## config.mk

```make
export PLATFORM = sky130hd
export DESIGN_NAME = rx_cmd_sequencer
export DESIGN_NICKNAME = d
export VERILOG_FILES = /design/src/rtl/rx_cmd_sequencer.sv
export SDC_FILE = /design/constraint.sdc
export NUM_CORES = 1
export LEC_CHECK = 0
export ABC_AREA = 0
export ABC_CLOCK_PERIOD_IN_PS = 2600
export CORE_ASPECT_RATIO = 1.75
export CORE_MARGIN = 5
export CORE_UTILIZATION = 30
export CTS_CLUSTER_DIAMETER = 40
export CTS_CLUSTER_SIZE = 14
export DETAILED_ROUTE_END_ITERATION = 12
export GPL_TIMING_DRIVEN = 0
export PLACE_DENSITY = 0.51
export SKIP_LAST_GASP = 1
export SLEW_MARGIN = 20
export SYNTH_ARGS = -nofsm -noshare
export SYNTH_HDL_FRONTEND = slang
export SYNTH_SLANG_ARGS = --single-unit
```

## constraint.sdc

```tcl
create_clock -name Clock -period 2.6 [get_ports Clock]
set_input_delay 0.39 -clock Clock [delete_from_list [all_inputs] [get_ports Clock]]
set_output_delay 0.39 -clock Clock [all_outputs]
set_load 0.05 [all_outputs]
```

## src/rtl/rx_cmd_sequencer.sv

```systemverilog
// rx_cmd_sequencer: assembles SYNC/CMD/ARG_H/ARG_L/CHK frames from the
// UART byte stream and hands good commands to the consumer via valid/ack.
module rx_cmd_sequencer #(
  parameter logic [7:0] SYNC_BYTE      = 8'hAA,
  parameter int         TIMEOUT_CYCLES = 1000000,
  parameter int         TIMEOUT_W      = 20
) (
  input  logic        Clock,
  input  logic        Reset_n,
  input  logic [7:0]  RxData,
  input  logic        RxValid,
  input  logic        CmdAck,
  input  logic        ClearErrors,
  output logic        CmdValid,
  output logic [7:0]  CmdCode,
  output logic [15:0] CmdArg,
  output logic        Busy,
  output logic [7:0]  ChkErrCount,
  output logic [7:0]  TimeoutCount,
  output logic [7:0]  DropCount
);

  typedef enum logic [2:0] {
    S_IDLE,
    S_CMD,
    S_ARGH,
    S_ARGL,
    S_CHK,
    S_HOLD
  } state_t;

  localparam logic [TIMEOUT_W-1:0] TMO_LAST =
    TIMEOUT_W'(TIMEOUT_CYCLES - 1);

  state_t               r_state;
  state_t               w_next;
  logic [TIMEOUT_W-1:0] r_tmo;
  logic [7:0]           r_cmd;
  logic [7:0]           r_argh;
  logic [7:0]           r_argl;
  logic                 r_valid;
  logic [7:0]           r_code;
  logic [15:0]          r_arg;
  logic [7:0]           r_chk_cnt;
  logic [7:0]           r_tmo_cnt;
  logic [7:0]           r_drop_cnt;

  logic                 w_in_frame;
  logic                 w_tmo_hit;
  logic                 w_tmo_evt;
  logic                 w_chk_err;
  logic                 w_drop;
  logic                 w_load;
  logic [7:0]           w_sum;

  assign w_sum     = r_cmd ^ r_argh ^ r_argl;
  assign w_tmo_hit = w_in_frame && (r_tmo == TMO_LAST) && !RxValid;

  function automatic logic [7:0] sat_inc(
    input logic [7:0] v,
    input logic       e
  );
    return (e && v != 8'hFF) ? v + 8'd1 : v;
  endfunction

  // next-state decode plus one-cycle event flags
  always_comb begin
    w_next     = r_state;
    w_in_frame = 1'b0;
    w_tmo_evt  = 1'b0;
    w_chk_err  = 1'b0;
    w_drop     = 1'b0;
    w_load     = 1'b0;
    unique case (r_state)
      S_IDLE: begin
        if (RxValid && RxData == SYNC_BYTE)
          w_next = S_CMD;
      end
      S_CMD, S_ARGH, S_ARGL: begin
        w_in_frame = 1'b1;
        if (RxValid) begin
          unique case (r_state)
            S_CMD:   w_next = S_ARGH;
            S_ARGH:  w_next = S_ARGL;
            default: w_next = S_CHK;
          endcase
        end else if (r_tmo == TMO_LAST) begin
          w_next    = S_IDLE;
          w_tmo_evt = 1'b1;
        end
      end
      S_CHK: begin
        w_in_frame = 1'b1;
        if (RxValid) begin
          if (RxData == w_sum) begin
            w_load = 1'b1;
            w_next = S_HOLD;
          end else begin
            w_chk_err = 1'b1;
            w_next    = S_IDLE;
          end
        end else if (r_tmo == TMO_LAST) begin
          w_next    = S_IDLE;
          w_tmo_evt = 1'b1;
        end
      end
      S_HOLD: begin
        w_drop = RxValid;
        if (CmdAck)
          w_next = S_IDLE;
      end
      default: w_next = S_IDLE;
    endcase
  end

  // state register
  always_ff @(posedge Clock or negedge Reset_n) begin
    if (!Reset_n) r_state <= S_IDLE;
    else          r_state <= w_next;
  end

  // inter-byte timer, idle-counting only while inside a frame
  always_ff @(posedge Clock or negedge Reset_n) begin
    if (!Reset_n)
      r_tmo <= '0;
    else if (w_in_frame && !RxValid && !w_tmo_hit)
      r_tmo <= r_tmo + TIMEOUT_W'(1);
    else
      r_tmo <= '0;
  end

  // shadow registers for the frame being assembled
  always_ff @(posedge Clock or negedge Reset_n) begin
    if (!Reset_n) begin
      r_cmd  <= '0;
      r_argh <= '0;
      r_argl <= '0;
    end else if (RxValid) begin
      if (r_state == S_CMD)  r_cmd  <= RxData;
      if (r_state == S_ARGH) r_argh <= RxData;
      if (r_state == S_ARGL) r_argl <= RxData;
    end
  end

  // presented command; code/arg persist until the next good frame
  always_ff @(posedge Clock or negedge Reset_n) begin
    if (!Reset_n) begin
      r_valid <= 1'b0;
      r_code  <= '0;
      r_arg   <= '0;
    end else begin
      r_valid <= (w_next == S_HOLD);
      if (w_load) begin
        r_code <= r_cmd;
        r_arg  <= {r_argh, r_argl};
      end
    end
  end

  // saturating diagnostics counters, clear beats increment
  always_ff @(posedge Clock or negedge Reset_n) begin
    if (!Reset_n) begin
      r_chk_cnt  <= '0;
      r_tmo_cnt  <= '0;
      r_drop_cnt <= '0;
    end else if (ClearErrors) begin
      r_chk_cnt  <= '0;
      r_tmo_cnt  <= '0;
      r_drop_cnt <= '0;
    end else begin
      r_chk_cnt  <= sat_inc(r_chk_cnt, w_chk_err);
      r_tmo_cnt  <= sat_inc(r_tmo_cnt, w_tmo_evt);
      r_drop_cnt <= sat_inc(r_drop_cnt, w_drop);
    end
  end

  assign CmdValid     = r_valid;
  assign CmdCode      = r_code;
  assign CmdArg       = r_arg;
  assign Busy         = (r_state != S_IDLE);
  assign ChkErrCount  = r_chk_cnt;
  assign TimeoutCount = r_tmo_cnt;
  assign DropCount    = r_drop_cnt;

endmodule

```

* Word-level counts from Yosys, hierarchy flattened
Cells that the tools add are included.
** Word-level totals
- Register bits :: 96
- Output and inout bits :: 50
** Cells by class
- $add $sub $neg :: 4
- Eq/ne operators :: 12
- Muxes and demuxes :: 26
- Bitwise logic cells :: 2
- Reductions and logical operators :: 20
** Operators by type and width (count)
- $mux 8 :: 6
- $add 8x1->8 const B :: 3
- $ne 8x8->1 const B :: 3
- $add 20x1->20 const B :: 1
- $eq 20x20->1 const B :: 1
- $mux 20 :: 1
- $mux 3 :: 6
- $xor 8x8->8 :: 2
- $pmux 3 s4 :: 1
- $mux 1 :: 11
- $eq 3x3->1 const B :: 3
- $eq 8x8->1 :: 1
- $eq 8x8->1 const B :: 1
- $logic_and 1x1->1 :: 8
- $eq 3x2->1 const B :: 2
- $pmux 3 s2 :: 1
- $reduce_and 2->1 :: 3
- $reduce_bool 2->1 :: 3
- $reduce_or 4->1 :: 1
- $eq 3x1->1 const B :: 1
- $logic_not 3->1 :: 1
- $reduce_bool 3->1 :: 1
- $reduce_or 3->1 :: 1
- $logic_not 1->1 :: 2

* Logic depth before layout (Yosys ltp)
- Depth in word-level cells :: 9
- Gate-level depth with buffers :: 8

* Least setup slack after synthesis
No wires, ideal clock.
- Kind :: register to register
- From :: reg r_chk_cnt[0] (netlist: ChkErrCount[0])
- To :: reg r_chk_cnt[7] (netlist: ChkErrCount[7])
- Arrival time :: 2.193 ns
- Required time :: 2.480 ns
- Slack :: 0.287 ns
- Cell stages (with the launch flop) :: 9
- Buffers on the path :: 1
- Clock period less this slack :: 2.313 ns
- Cells stage by stage :: dfrtp_1 -> ha_1 -> nand2_1 -> nor2_1 -> a2111oi_0 -> a21boi_0 -> buf_2 -> a311oi_1 -> a41o_1
** On the way
- Word-level cells in the longest chain between the ends :: 3
- Elaborated cells on any way between the ends :: 6
** RTL lines
- start: declaration :: RTL line 44 : logic [7:0] r_chk_cnt;
- start signal: assignment :: RTL line 171 : r_chk_cnt <= sat_inc(r_chk_cnt, w_chk_err);
- $add 8x1->8 / $ne 8x8->1 (equally long branches) :: RTL line 63 : return (e && v != 8'hFF) ? v + 8'd1 : v;
- $mux 8 / $logic_and 1x1->1 (equally long branches) :: RTL line 63
- $mux 8 / $reduce_bool 2->1 (equally long branches)
Several ways; a longest one is shown, not always the timed one. The select of a mux whose other input is x is not followed.
A chain may end at the register's enable or synchronous reset.

* Final worst setup path
- From :: reg r_state[0]
- To :: out Busy
** On the way
- Word-level cells in the longest chain between the ends :: 1
** RTL lines
- start: declaration :: RTL line 35 : state_t r_state;
- start signal: assignment :: RTL line 119 : else r_state <= w_next;
- $reduce_bool 3->1 :: RTL line 180 : assign Busy = (r_state != S_IDLE);
- end: declaration :: RTL line 17 : output logic Busy,
No other way between the ends.

==> impl_metrics.csv <==
group,metric,value,unit
status,status,"complete, no violations",
setup_path,crit_path_start_kind,"flop",
setup_path,r2r_slack,170,ps
layout,drive_gt1_share,16.59,%
setup_path,r2r_start,"r_argl[6]",
timing,fin_crit,2477,ps
pwr,leakage,2.596,nW
global_route,grt_max_degree,64,
timing,fmax,0.4038,GHz
setup_path,r2r_end,"CmdCode[6]",
placement,gp_congestion,0.7557,
layout,final_common_cell,"dfrtp_1",
yosys,synth_cell_type_count,45,
routing,wl_per_cell,15.65,um
layout,stdcell_count,647,
clock_tree,h-tree-depth,3,
layout,nFillCells,1428,
layout,antenna_cells,0,
setup_path,worst-r2r-cell-count,8,
yosys,yosysWarnings,0,
layout,layout_common_cells,"dfrtp_1, clkdlybuf4s50_1, nor2_1, mux2_2, xnor2_1",
timing,setup_viol,0,
timing,fin_hold_ws,452.8,ps
layout,multi_input_area,0.002037,mm^2
placement,place_area,0.005406,mm^2
yosys,async_flop_share,100.0,%
yosys,synth_xor_area_share,10.64,%
clock_tree,cts_buffer_depth,2,
die,pin_count,63,
yosys,synthAdderAreaFrac,1.105,%
die,coreArea,0.01484,mm^2
yosys,synth.avg_cell_area,11.79,um^2
yosys,synth_seq_cells,96,
layout,fin_nets,476,
pwr,powerDensity,736.1,mW/mm^2
clock_tree,cts_tree,"done",
min_path,min_path_type,"input port to flop",
timing,skew,9.230,ps
routing,postRouteAntennaNets,0,
pwr,ir_drop,0.3892,mV
layout,fin_area,0.005774,mm^2
setup_path,arrival,2090,ps
global_route,grt_pass1_vias,3373,
yosys,synth_compound_area_share,3.261,%
clock_tree,post-cts-setup-buffers,0,
global_route,grt_pass1_wl,17150,um
yosys,yosysTopAreaCell,"dfrtp_1",
timing,finalHoldViolCount,0,
clock_tree,clk_pin_slew,70,ps
timing,slew_viol_final,0,
placement,place_hpwl,7349,um
yosys,synth_top_family_by_area,"multiplexers",
timing,setup_tns,0,ps
die,die-area,0.01775,mm^2
routing,initialDrtViolationCount,90,
yosys,ys.flop_type,"dfrtp_1",
global_route,antenna_found_initial,0,
setup_path,path_class,"flop to output port",
yosys,ys_seq_area_share,53.05,%
timing,relSlewSlack,43.54,%
layout,utilization,38.92,%
min_path,hold_start,"RxData[5]",
routing,drt-vias-per-instance,4.760,
die,rows,59,
yosys,synthCells,384,
clock_tree,insertion_delay,340,ps
clock_tree,cts_root_buf,"clkbuf_16",
setup_path,cp_max_fo,10,
yosys,syn-cell-area,0.004528,mm^2
setup_path,crit_start,"r_state[0]",
routing,num_vias,3080,
yosys,synth-edff-count,0,
yosys,yosysTopAreaCellShare,53.05,%
layout,regArea,0.002402,mm^2
timing,min_period_over_period,95.25,%
die,die_y,172.5,um
min_path,hold-path-endpoint,"r_argl[5]",
die,start_util,30.52,%
setup_path,crit_path_end_kind,"output port",
routing,drcViolationCount,0,
global_route,grt.overflow.total,0,
yosys,synthSimpleGateAreaFrac,14.59,%
placement,post-place-cells,630,
placement,pre_cts_ws,-709.9,ps
timing,max_slew.worst_pin.slew,843.8,ps
yosys,yosys-mux-area-fraction,14.73,%
yosys,synth_nets,401,
die,die_w,102.9,um
routing,firstDrtPassIters,4,
clock_tree,clock_sinks,96,
clock_tree,cts_buffers,9,
timing,layout_setup_ws,123.4,ps
timing,rsz0062_at_grt,"false",
routing,drt_wl_total,10130,um
setup_path,cp.required,2210,ps
run,drv_cap,0,
min_path,hold_path_depth,2,
layout,area_growth,27.52,%
yosys,yosys-top-cells-area,"dfrtp_1, mux2_2, mux2_4, xnor2_1, xor2_1",
placement,port_buffers,62,
global_route,track_usage,12.16,%
pwr,finalPower,4.251,mW
[cell type report]
type | instances | area share [%]
clock inverters | 6 | 1.603
well taps | 183 | 3.965
flip-flops and latches | 96 | 41.60
inverters | 9 | 0.5850
clock buffers | 10 | 3.965
multi-input cells | 265 | 35.28
repair buffers | 64 | 11.53
plain buffers | 14 | 1.473
[sequential cells by signal, summed over array words and instances (netlist names)]
name	cells
TimeoutCount	8
ChkErrCount	8
CmdArg	16
r_cmd	8
CmdCode	8
r_argl	8
r_tmo	20
CmdValid	1
r_state	3
r_argh	8
DropCount	8
[synthesized netlist by cell type, types with 2 or more instances]
master    instances
clkbuf_1         10
nand3_1          13
nor4bb_1          2
mux2_2           33
mux2_4           17
nand2b_1          2
inv_1             9
dfrtp_1          96
a31o_2            2
o21ai_0           2
mux2i_1           4
or3_1             2
nor4_1            3
xnor2_1          29
ha_1              4
and2_1            3
a21oi_1           6
nor3_1            5
nand2_1          16
buf_6             2
nor2b_1           5
nor2_1           51
nand4_1          10
xor2_1           26
and3_1           10
and4b_1           2
a41o_1            2
[where the power goes]
part           internal [mW]  total (mW)  switching [mW]  leakage [nW]
clock network          0.851        1.44           0.590         0.155
logic                  0.462       0.974           0.512          1.13
registers               1.67        1.84           0.161          1.31
[worst max path at each step]
stage	end	slack, ps
global route	CmdCode[6]	30
global placement	r_cmd[1]	-2690
floorplan	ChkErrCount[7]	290
CTS	CmdCode[6]	10
detailed placement	CmdCode[7]	-710
finish	Busy	120
[logic make-up after synthesis]
| group | Yosys count |
|---|---|
| adders and majority gates | 4 |
| and+or+nand+nor | 131 |
| buffers and inverters | 23 |
| muxes | 54 |
| DFF | 96 |
| xor gates and xnor gates | 55 |
| AOI/OAI and AO/OA | 21 |
[metal layers]
layer | vias to the layer above | share of wire (%) | GRT usage (%)
met2 | 63 | 53 | 21.31
met5 | - | 0 | 0
met1 | 1541 | 41 | 14.26
met3 | 8 | 4.4 | 2.919
li1 | 1468 | - | -
met4 | 0 | 1.4 | 3.998
[repair_timing]
action,CTS,global route
hold buffers,1,0
hold endpoints to repair,33,0
pin swaps,1,2
endpoints found under the setup margin,35,19
resized for setup,6,5
[critical path, stage by stage (launching register included)]
cell             delay [ps]
dfrtp_1                 360
clkbuf_1                210
or3_1                   430
clkdlybuf4s50_1         750
Note: power is estimated with default switching activity, not from simulation.
